--- src/rtl/pc_sequencer.sv ---
// Program counter and instruction-fetch sequencer.
// Fetches over req/ack, presents instr, then takes a sequential or redirected next PC.
module pc_sequencer #(
  parameter logic [15:0] RESET_ADDR = 16'h0000,
  parameter int          INSTR_W    = 32
) (
  input  logic               clk,
  input  logic               rst,
  output logic [15:0]        imem_addr,
  output logic               imem_req,
  input  logic               imem_ack,
  input  logic [INSTR_W-1:0] imem_data,
  output logic [INSTR_W-1:0] instr,
  output logic               instr_valid,
  input  logic               exec_done,
  input  logic               st_flag,
  input  logic [15:0]        jmp_addr,
  input  logic               halt,
  output logic [15:0]        pc,
  output logic               pc_hold,
  output logic               halted
);

  typedef enum logic [2:0] {
    RST_IDLE,
    FETCH,
    DECODE,
    EXEC,
    HALT
  } state_t;

  state_t             r_state;
  state_t             w_next;
  logic [15:0]        r_pc;
  logic [INSTR_W-1:0] r_instr;
  logic               r_req;
  logic               r_valid;
  logic               r_hold;
  logic               r_halted;
  logic [15:0]        w_pc_next;

  assign w_pc_next = st_flag ? jmp_addr : r_pc + 16'd1;

  always_comb begin
    w_next = r_state;
    unique case (r_state)
      RST_IDLE: w_next = FETCH;
      FETCH:    if (imem_ack) w_next = DECODE;
      DECODE:   w_next = EXEC;
      EXEC:     if (exec_done) w_next = halt ? HALT : FETCH;
      HALT:     w_next = HALT;
      default:  w_next = RST_IDLE;
    endcase
  end

  // Output flags are registered from the next state, so they track r_state.
  always_ff @(posedge clk or posedge rst) begin
    if (rst) begin
      r_state  <= RST_IDLE;
      r_pc     <= RESET_ADDR;
      r_instr  <= '0;
      r_req    <= 1'b0;
      r_valid  <= 1'b0;
      r_hold   <= 1'b0;
      r_halted <= 1'b0;
    end else begin
      r_state  <= w_next;
      r_req    <= (w_next == FETCH);
      r_valid  <= (w_next == DECODE);
      r_hold   <= (w_next == EXEC);
      r_halted <= (w_next == HALT);
      if (r_state == FETCH && imem_ack)
        r_instr <= imem_data;
      if (r_state == EXEC && exec_done)
        r_pc <= w_pc_next;
    end
  end

  assign imem_addr   = r_pc;
  assign pc          = r_pc;
  assign imem_req    = r_req;
  assign instr       = r_instr;
  assign instr_valid = r_valid;
  assign pc_hold     = r_hold;
  assign halted      = r_halted;

endmodule

--- config.mk ---
export PLATFORM = sky130hd
export DESIGN_NAME = pc_sequencer
export DESIGN_NICKNAME = d
export VERILOG_FILES = /design/src/rtl/pc_sequencer.sv
export SDC_FILE = /design/constraint.sdc
export NUM_CORES = 1
export LEC_CHECK = 0
export BUFFER_PORTS_ARGS = -buffer_cell sky130_fd_sc_hd__buf_4
export CAP_MARGIN = 5
export CORE_MARGIN = 10
export CORE_UTILIZATION = 50
export CTS_CLUSTER_SIZE = 10
export DETAILED_ROUTE_END_ITERATION = 6
export PLACE_DENSITY = 0.85
export SETUP_SLACK_MARGIN = 0.2
export SYNTH_ARGS = -nofsm -noshare
export SYNTH_HDL_FRONTEND = slang
export SYNTH_SLANG_ARGS = --single-unit
--- constraint.sdc ---
create_clock -name clk -period 3.2 [get_ports clk]
set_clock_uncertainty 0.15 [all_clocks]
set_input_delay 0 -clock clk [delete_from_list [all_inputs] [get_ports clk]]
set_output_delay 0 -clock clk [all_outputs]
set_load 0.05 [all_outputs]
Word level (Yosys, flattened, before mapping) --
Index checks and enable logic that the tools add are counted.
Word-level totals: register bits after elaboration 55, input bits 54, output and inout port bits 68, logic and storage cells 24
Cells by class: add/sub/neg operators 1, reductions and logical operators 3, muxes and demuxes 5, eq/ne operators 8
Operators by type and width (number):
- 16-bit by 1-bit adder with 16-bit output (second input constant) | 1
- 16-bit 2-to-1 mux | 1
- 3-bit case mux with 5 select lines | 1
- 3-bit by 2-bit equality test with 1-bit output (second input constant) | 4
- 3-bit 2-to-1 mux | 3
- 3-bit by 1-bit equality test with 1-bit output (second input constant) | 2
- 3-bit equality test (second input constant) | 2
- 3-bit zero test | 1
- 1-bit logical AND | 2

Longest topological paths before layout --
Gate-level depths: netlist of run 1.
depth after elaboration 4, gate-level depth with buffers 5, depth with buffers taken out 5

Least setup slack after synthesis of run 1 --
Ideal clock, no wire load.
path kind register to register, from register r_pc[0], in the netlist imem_addr[0], to register r_pc[10], in the netlist imem_addr[10], library setup time 0.130 ns, arrival time 1.736 ns, clock period less this slack 2.016 ns, buffers on the path 0, data required time 2.920 ns, cell stages (with the launch flop) 6, slack 1.184 ns, path through dfrtp_1 -> ha_1 -> nand4_2 -> or3_1 -> o22ai_1 -> a211oi_1
Between the ends: cells in the longest elaborated chain, start to end 2
Ends and longest elaborated chain:
- start, declared | RTL line 34 | logic [15:0] r_pc;
- start signal, assigned | RTL line 75 | r_pc <= w_pc_next;
- 16-bit by 1-bit adder with 16-bit output | RTL line 42 | assign w_pc_next = st_flag ? jmp_addr : r_pc + 16'd1;
- 16-bit 2-to-1 mux | RTL line 42
Every way passes these cells. A chain may end at the register's enable or synchronous reset.

Final worst setup path of run 1 --
from register r_state[2], to register r_instr[25], in the netlist instr[25]
Between the ends: cells in the longest elaborated chain, start to end 2
Ends and longest elaborated chain:
- start, declared | RTL line 32 | state_t r_state;
- start signal, assigned | RTL line 67 | r_state <= w_next;
- 3-bit by 1-bit equality test with 1-bit output | RTL line 72 | if (r_state == FETCH && imem_ack)
- 1-bit logical AND | RTL line 72
- end signal, assigned | RTL line 73 | r_instr <= imem_data;
- end, declared | RTL line 35 | logic [INSTR_W-1:0] r_instr;
Every way passes these cells.

==> results of run 1 <==
==> registers in the layout, summed over array words and instances, names as in the netlist <==
register     flops
instr           32
pc_hold          1
instr_valid      1
imem_req         1
r_state          3
halted           1
imem_addr       16
==> routing by layer <==
metal	track usage, %	vias to the layer above	share of wire, %
li1	-	1112	-
met1	19.17	1101	38
met2	34.52	61	57
met4	5.270	0	1.3
met3	4.036	7	4.6
met5	0	-	0
==> synthesized netlist by cell type (2+ instances only) <==
master | number | area, um2
sky130_fd_sc_hd__or3_1 | 2 | 12.51
sky130_fd_sc_hd__o22a_1 | 2 | 17.52
sky130_fd_sc_hd__nor4_2 | 3 | 37.54
sky130_fd_sc_hd__a31oi_1 | 3 | 18.77
sky130_fd_sc_hd__nand3_1 | 9 | 45.04
sky130_fd_sc_hd__buf_4 | 17 | 127.6
sky130_fd_sc_hd__nor3_1 | 5 | 25.02
sky130_fd_sc_hd__nor4_1 | 2 | 12.51
sky130_fd_sc_hd__a22oi_1 | 2 | 15.01
sky130_fd_sc_hd__buf_6 | 3 | 33.78
sky130_fd_sc_hd__inv_1 | 7 | 26.28
sky130_fd_sc_hd__nor3b_1 | 2 | 15.01
sky130_fd_sc_hd__dfrtp_1 | 55 | 1376
sky130_fd_sc_hd__nor2b_1 | 2 | 12.51
sky130_fd_sc_hd__buf_2 | 3 | 15.01
sky130_fd_sc_hd__nand4_1 | 2 | 12.51
sky130_fd_sc_hd__mux2_1 | 32 | 360.4
sky130_fd_sc_hd__o21ai_0 | 8 | 40.04
sky130_fd_sc_hd__clkbuf_1 | 2 | 7.510
sky130_fd_sc_hd__nor2_4 | 2 | 22.52
sky130_fd_sc_hd__a21oi_1 | 11 | 55.05
sky130_fd_sc_hd__nor2_1 | 10 | 37.54
sky130_fd_sc_hd__o22ai_1 | 4 | 25.02
sky130_fd_sc_hd__a211oi_1 | 3 | 22.52
sky130_fd_sc_hd__nand2_1 | 10 | 37.54
sky130_fd_sc_hd__o21a_1 | 2 | 15.01
sky130_fd_sc_hd__mux2i_1 | 4 | 40.04
sky130_fd_sc_hd__o21ai_1 | 3 | 15.01
==> stage by stage <==
| stage | area [um2] | hold WS [ns] |
|---|---|---|
| after floorplan | 2656 | -0.05247 |
| after global placement | 3468 | 0.06581 |
| after detailed placement | 3468 | 0.07161 |
| after CTS | 4084 | 0.006496 |
| after global routing | 4084 | 0.01254 |
| final | 4084 | 0.006440 |
==> final cells by class <==
type | instances | share of cell area [%]
Timing Repair Buffer | 174 | 35.23
Sequential cell | 55 | 33.70
Multi-Input combinational cell | 140 | 26.19
Tap cell | 70 | 2.145
Clock buffer | 6 | 1.777
Inverter | 7 | 0.6434
Clock inverter | 2 | 0.3064
==> power breakdown <==
group	switching [W]	internal, W
Clock	0.000218	0.000154
Sequential	0.000319	0.00103
Combinational	0.00203	0.000885
==> kinds of logic after synthesis <==
family	count (synthesis)	synth area share (%)
muxes	36	15.07
AOI/OAI and AO/OA	44	10.50
and+or+nand+nor	59	14.23
buffers and inverters	32	7.913
adders and majority gates	1	0.4710
DFF	55	51.81
==> worst paths after layout <==
path	from	endpoint	slack (ns)	depth (start not counted)
setup / recovery	r_state[2]$_DFF_PP0_	instr[25]$_DFFE_PP0P_	1.08	3
hold / removal	st_flag	imem_addr[0]$_DFFE_PP0P_	0.006	3
setup reg to reg	r_state[2]$_DFF_PP0_	instr[25]$_DFFE_PP0P_	1.08	3
hold reg to reg	instr[19]$_DFFE_PP0P_	instr[19]$_DFFE_PP0P_	0.35	1
max in group asynchronous	rst	instr[16]$_DFFE_PP0P_	1.80	3
min in group asynchronous	rst	instr[20]$_DFFE_PP0P_	0.38	3
==> critical path, delay by kind of cell, from the launching register on <==
family | cells | cell delay, ns
and+or+nand+nor | 2 | 1.02
DFF | 1 | 0.42
muxes | 1 | 0.40
==> timing repair <==
item / 4_1_cts / 5_1_grt
resized for setup: 0 / 0
hold endpoints to repair: 106 / 0
setup buffers: 0 / 0
hold buffers: 53 / 0
==> summary.txt, run 1 <==
Timing
  – Period utilization: 66.13%
  – Slew at the pin closest to its max-slew limit: 1.125 ns
  – Headroom to the max-slew limit: 25.02%
  – Final critical-path setup slack: 1.084 ns
  – Maximum clock frequency: 0.4725 GHz
  – Unrepaired setup endpoints after global routing: false
  – Final critical delay including setup and external delays: 2.116 ns
  – Setup Viol. Count Final: 0
  – Final-report max-slew violation count: 0
  – Setup TNS Final: 0 ns
  – Endpoints failing hold: 0

Yosys
  – Sequential area share after synthesis: 51.81%
  – Total of flip-flops plus latches after synthesis: 55
  – Total nets after synthesis: 282
  – Fraction of registers with async set/reset: 100.0%
  – Cell area after synthesis: 0.002656 mm2
  – Warnings, synthesis: 0
  – Cell count after synthesis: 227
  – Most common flop cell mapped by yosys: sky130_fd_sc_hd__dfrtp_1
  – Number of flops mapped to enable cells by yosys: 0
  – Mean area per synthesized cell: 11.70 um2
  – Number of distinct library cells after synthesis: 45

Power
  – Total power of the final layout: 0.004633 W
  – P_leak: 1.854 nW
  – Ratio of total power to cell area: 1135 mW/mm2
  – VDD IR max: 631.1 uV

Critical path
  – CP max stage cell: sky130_fd_sc_hd__nor2_4
  – Crit path kind: flop to flop
  – Arrival time of data at the critical path endpoint: 2.16 ns
  – Biggest fanout along the worst timing path: 34
  – Ordered list of cells on the worst path: nand2b_2, nor2_4, mux2_1
  – Required time at the worst-slack endpoint: 3.24 ns
  – Type of element capturing the critical path: flop
  – Startpoint type of the worst setup path: flop
  – CP peak stage delay: 0.77 ns

Cells and area
  – Area overhead of the layout relative to synthesis: 53.74%
  – Total area of multi-input combinational cells: 0.001070 mm2
  – Antenna diode instance count: 0
  – Share of cells above drive strength 1: 37.50%
  – Final core utilization: 79.45%
  – Most common library cell in the layout ignoring fill and taps: sky130_fd_sc_hd__buf_4
  – Count of fill cells added during filler insertion: 304
  – Fin cells: 454
  – Most frequent cells in the layout: sky130_fd_sc_hd__buf_4 (121), sky130_fd_sc_hd__dfrtp_1 (55), sky130_fd_sc_hd__dlygate4sd3_1 (53)
  – Final #Nets: 438
  – Sequential cell area: 0.001376 mm2

GRT
  – Antenna violations before repair: 0
  – Total track usage: 18.07%
  – Via count of the first global-routing pass: 2368
  – Global-route wire length before repair: 12.55 mm
  – Global route total overflow: 0
  – Pin count of the biggest net entering global routing: 56

Clock tree
  – Buffer levels on the longest clock path: 2
  – Sink count of the clock tree: 55
  – Max H-tree Level: 2
  – Clock slew at the register clock pins of the worst setup and hold paths: 0.10 ns
  – Clock buffer count from CTS: 5
  – Clk Latency, worst-skew pair: 0.30 ns
  – Root buffer cell: sky130_fd_sc_hd__clkbuf_8
  – TritonCTS clock tree: built

Die
  – Full die area: 0.008628 mm2
  – X dimension of the die: 92.89 um
  – Row Count: 26
  – Ports: 122
  – Area inside the core boundary: 0.005140 mm2
  – Initial cell density of the core: 51.68%
  – Die Ht: 92.89 um

Outcome
  – Outcome: finished clean

Drt
  – Mean number of vias per cell: 5.024
  – Drt drc: 0
  – Overall via count from detail_route: 2281
  – Routed wire per std cell: 17.76 um
  – First DRT Iteration DRCs: 118
  – Wire length after detailed routing: 8.064 mm
  – Post-route antenna net violation count: 0
  – Detailed-routing iteration count for the pre-antenna-repair pass: 4

Place
  – Half-perimeter wire length after placement: 5.356 mm
  – IO buf count: 121
  – Instance count after placement with tap cells included: 393
  – Routability Congestion: 0.8033
  – Setup WS pre-CTS: 1.101 ns

Hold path
  – Hold Crit Class: primary input to flop

Flow run
  – Maximum capacitance violations: 0
Note: power is estimated with default switching activity, not from simulation.
==> run 2, diff against run 1 <==
ABC_AREA = 1   (was not set)
CORE_UTILIZATION = 43   (was 50)
PLACE_DENSITY = 0.77   (was 0.85)
clock period = 1.8 ns   (was 3.2 ns; I/O delays follow)
==> run 2 against run 1 <==
  * First-iteration DRC count rose by 16%
  * Routed wire length rose by 18%
  * Via count rose by 31%
  * Count of clock-buffer cells in the layout did not move
  * Core utilization fell by 9.4 points
  * Worst hold slack improved by 0.092 ns
  * Largest cell class unchanged
  * Critical endpoint is now imem_addr[0]$_DFFE_PP0P_
==> summary.txt, run 2 <==
Clock tree
  – Clock buffer count from CTS: 5 (unchanged)
  – Clk Latency, worst-skew pair: 0.32 ns (+0.02 ns)
  – TritonCTS clock tree: built
  – Clock slew at the register clock pins of the worst setup and hold paths: 0.11 ns (about the same)
  – Buffer levels on the longest clock path: 2 (unchanged)
  – Root buffer cell: sky130_fd_sc_hd__clkbuf_8
  – Max H-tree Level: 2 (unchanged)
  – Sink count of the clock tree: 55 (unchanged)

Yosys
  – Number of flops mapped to enable cells by yosys: 0 (unchanged)
  – Most used standard cell by instance count after synthesis: sky130_fd_sc_hd__nand2_1
  – Fraction of registers with async set/reset: 100.0% (unchanged)
  – Commonest cells in the synthesized netlist: sky130_fd_sc_hd__nand2_1 (160), sky130_fd_sc_hd__dfrtp_1 (55), sky130_fd_sc_hd__nor2_1 (37)
  – Sequential area share after synthesis: 50.23% (-1.6 points)
  – Warnings, synthesis: 0 (unchanged)
  – Total nets after synthesis: 417 (+48%)
  – Cell area after synthesis: 0.002740 mm2 (+3.2%)
  – Fraction of synthesized cell area taken by the top area cell type: 50.23% (-1.6 points)
  – Mean area per synthesized cell: 7.569 um2 (-35%)
  – Post-synthesis cell type with the largest combined area: sky130_fd_sc_hd__dfrtp_1
  – Main area contributors after synthesis: sky130_fd_sc_hd__dfrtp_1 (50%), sky130_fd_sc_hd__nand2_1 (22%), sky130_fd_sc_hd__buf_4 (5.2%)
  – Total of flip-flops plus latches after synthesis: 55 (unchanged)
  – Cell count after synthesis: 362 (+59%)
  – Number of distinct library cells after synthesis: 24 (-47%)
  – Most common flop cell mapped by yosys: sky130_fd_sc_hd__dfrtp_1

Power
  – P_leak: 2.311 nW (+25%)
  – Comb power frac: 64.4% (+1.5 points)
  – Sequential power share: 27.4% (-1.6 points)
  – VDD IR max: 1531 uV (+140%)
  – Clock network power share: 8.2% (+0.2 points)
  – Switching power summed over all nets: 0.004963 W (+93%)
  – Fraction of power spent switching nets: 56.47% (+1.1 points)
  – Internal power of the cells: 0.003827 W (+85%)
  – Ratio of total power to cell area: 1998 mW/mm2 (+76%)

Cells and area
  – Count of fill cells added during filler insertion: 481 (+58%)
  – Final #Nets: 587 (+34%)
  – Most common library cell in the layout ignoring fill and taps: sky130_fd_sc_hd__nand2_1
  – Largest register FFs: 32 (unchanged)
  – Share of cells above drive strength 1: 33.21% (-4.3 points)
  – Most frequent cells in the layout: sky130_fd_sc_hd__nand2_1 (158), sky130_fd_sc_hd__buf_4 (132), sky130_fd_sc_hd__dlygate4sd3_1 (54)
  – Area overhead of the layout relative to synthesis: 60.55%

Die
  – Die Ht: 99.83 um (+7.5%)
  – Ports: 122 (unchanged)
  – Area inside the core boundary: 0.006277 mm2 (+22%)
  – Full die area: 0.009965 mm2 (+16%)
  – X dimension of the die: 99.83 um (+7.5%)
  – Initial cell density of the core: 43.65% (-8.0 points)
  – Row Count: 29 (+12%)

Critical path
  – Biggest fanout along the worst timing path: 6 (-82%)
  – Required time at the worst-slack endpoint: 1.89 ns (-1.35 ns)
  – Arrival time of data at the critical path endpoint: 1.64 ns (-0.52 ns)
  – CP peak stage delay: 0.57 ns (-0.20 ns)
  – Type of element capturing the critical path: flop
  – CP max stage cell: sky130_fd_sc_hd__dlygate4sd3_1
  – Critical path's most frequent cell: sky130_fd_sc_hd__o21ai_0
  – Ordered list of cells on the worst path: o21ai_0, dlygate4sd3_1, nand2_1, o21ai_0
  – Startpoint type of the worst setup path: flop
  – Crit path kind: flop to flop

Drt
  – Mean number of vias per cell: 4.899 (-2.5%)
  – Overall via count from detail_route: 2993 (+31%)
  – First DRT Iteration DRCs: 137 (+16%)
  – Post-route antenna net violation count: 0 (unchanged)
  – Routed wire per std cell: 15.63 um (-12%)
  – Drt drc: 0 (unchanged)
  – Detailed-routing iteration count for the pre-antenna-repair pass: 4 (unchanged)
  – Wire length after detailed routing: 9.548 mm (+18%)

Hold path
  – Hold Crit Class: primary input to async pin

Place
  – IO buf count: 121 (unchanged)
  – Routability Congestion: 0.8202 (+2.1%)
  – Half-perimeter wire length after placement: 5.930 mm (+11%)
  – Setup WS pre-CTS: 0.2674 ns (-0.8332 ns)

Timing
  – Headroom to the max-slew limit: 69.80% (+45 points)
  – Final-report max-slew violation count: 0 (unchanged)
  – Setup TNS Final: 0 ns (unchanged)
  – Slew at the pin closest to its max-slew limit: 0.4523 ns (-0.6724 ns)
  – Unrepaired setup endpoints after global routing: true
  – Final critical-path setup slack: 0.2455 ns (-0.8382 ns)
  – Final critical delay including setup and external delays: 1.554 ns (-0.5618 ns)
  – Endpoints failing hold: 0 (unchanged)
  – Maximum clock frequency: 0.6433 GHz (+36%)
  – Setup Viol. Count Final: 0 (unchanged)
  – Period utilization: 86.36% (+20 points)

Flow run
  – Maximum capacitance violations: 0 (unchanged)

GRT
  – Global-route wire length before repair: 14.61 mm (+16%)
  – Global route total overflow: 0 (unchanged)
  – Pin count of the biggest net entering global routing: 37 (-34%)
  – Via count of the first global-routing pass: 2968 (+25%)
  – Total track usage: 17.64% (-0.43 points)
  – Antenna violations before repair: 1 (+1)

Outcome
  – Outcome: finished clean
==> run 2: area by class of cell <==
type / instances / area, um2 / share of cell area (%)
Antenna cell: 1 / 2.502 / 0.05688
Clock buffer: 6 / 72.57 / 1.650
Clock inverter: 2 / 16.27 / 0.3697
Inverter: 26 / 97.59 / 2.218
Multi-Input combinational cell: 255 / 1140 / 25.91
Sequential cell: 55 / 1391 / 31.63
Tap cell: 77 / 96.34 / 2.190
Timing Repair Buffer: 189 / 1583 / 35.98
==> run 2: power groups by stage <==
stage / clock (W) / combinational, W / sequential, W
floorplan: 0 / 0.00203 / 0.00419
global placement: 0 / 0.00522 / 0.00236
detailed placement: 0 / 0.00529 / 0.00239
CTS: 0.000725 / 0.00539 / 0.00238
global route: 0.000771 / 0.00604 / 0.00248
finish: 0.000720 / 0.00566 / 0.00241
==> run 2: metrics by stage <==
stage | power, W | std cells | instance area [um2] | hold WS [ns] | utilization, %
floorplan | 0.006219 | 362 | 2769 | -0.04038 | -
global placement | 0.007584 | 536 | 3633 | -0.1057 | 57.88
detailed placement | 0.007680 | 536 | 3633 | -0.09835 | 57.88
CTS | 0.008495 | 598 | 4263 | 0.1211 | 67.91
global route | 0.009298 | 611 | 4399 | 0.1246 | 70.08
finish | 0.008790 | 611 | 4399 | 0.09795 | 70.08
==> run 2: what timing repair did <==
action / 4_1_cts / 5_1_grt
resized for setup: 0 / 15
buffers inserted: 0 / 11
hold endpoints to repair: 109 / 0
hold buffers: 54 / 0
setup endpoints to repair: 0 / 41
==> run 2: metal layers <==
metal / vias up / wire [um] / GRT usage, %
li1: 1446 / - / -
met1: 1399 / 3694 / 19.85
met2: 134 / 4468 / 28.32
met3: 14 / 1250 / 9.959
met4: 0 / 133 / 4.300
met5: - / 0 / 0
==> run 2: logic make-up (layout without fill, tap and decap cells) <==
family                   count (synthesis)  after routing  synth area share (%)
buffers and inverters                   53            223                 10.41
AO/OA/AOI/OAI                           31             31                 6.210
AND/OR/NAND/NOR                        222            223                 32.69
flip-flops                              55             55                 50.23
other                                    0              1                     0
adder cells (fa/ha/maj)                  1              1                0.4565
==> run 2: critical path: cells and delay by family, from the launching register on <==
kind	cells	cell delay, ns
AOI/OAI and AO/OA	2	0.24
buffers and inverters	1	0.57
DFF	1	0.47
and+or+nand+nor	1	0.05
==> run 2: final timing paths <==
path / from / end / slack (ns) / depth (start not counted)
worst max-delay path: imem_addr[0]$_DFFE_PP0P_ / imem_addr[0]$_DFFE_PP0P_ / 0.25 / 4
worst min-delay path: rst / r_state[0]$_DFF_PP0_ / 0.1 / 3
worst max register to register: imem_addr[0]$_DFFE_PP0P_ / imem_addr[0]$_DFFE_PP0P_ / 0.25 / 4
worst min register to register: instr[24]$_DFFE_PP0P_ / instr[24]$_DFFE_PP0P_ / 0.35 / 2
max in group asynchronous: rst / imem_addr[9]$_DFFE_PP0P_ / 0.83 / 4
min in group clk: imem_data[19] / instr[19]$_DFFE_PP0P_ / 0.26 / 4
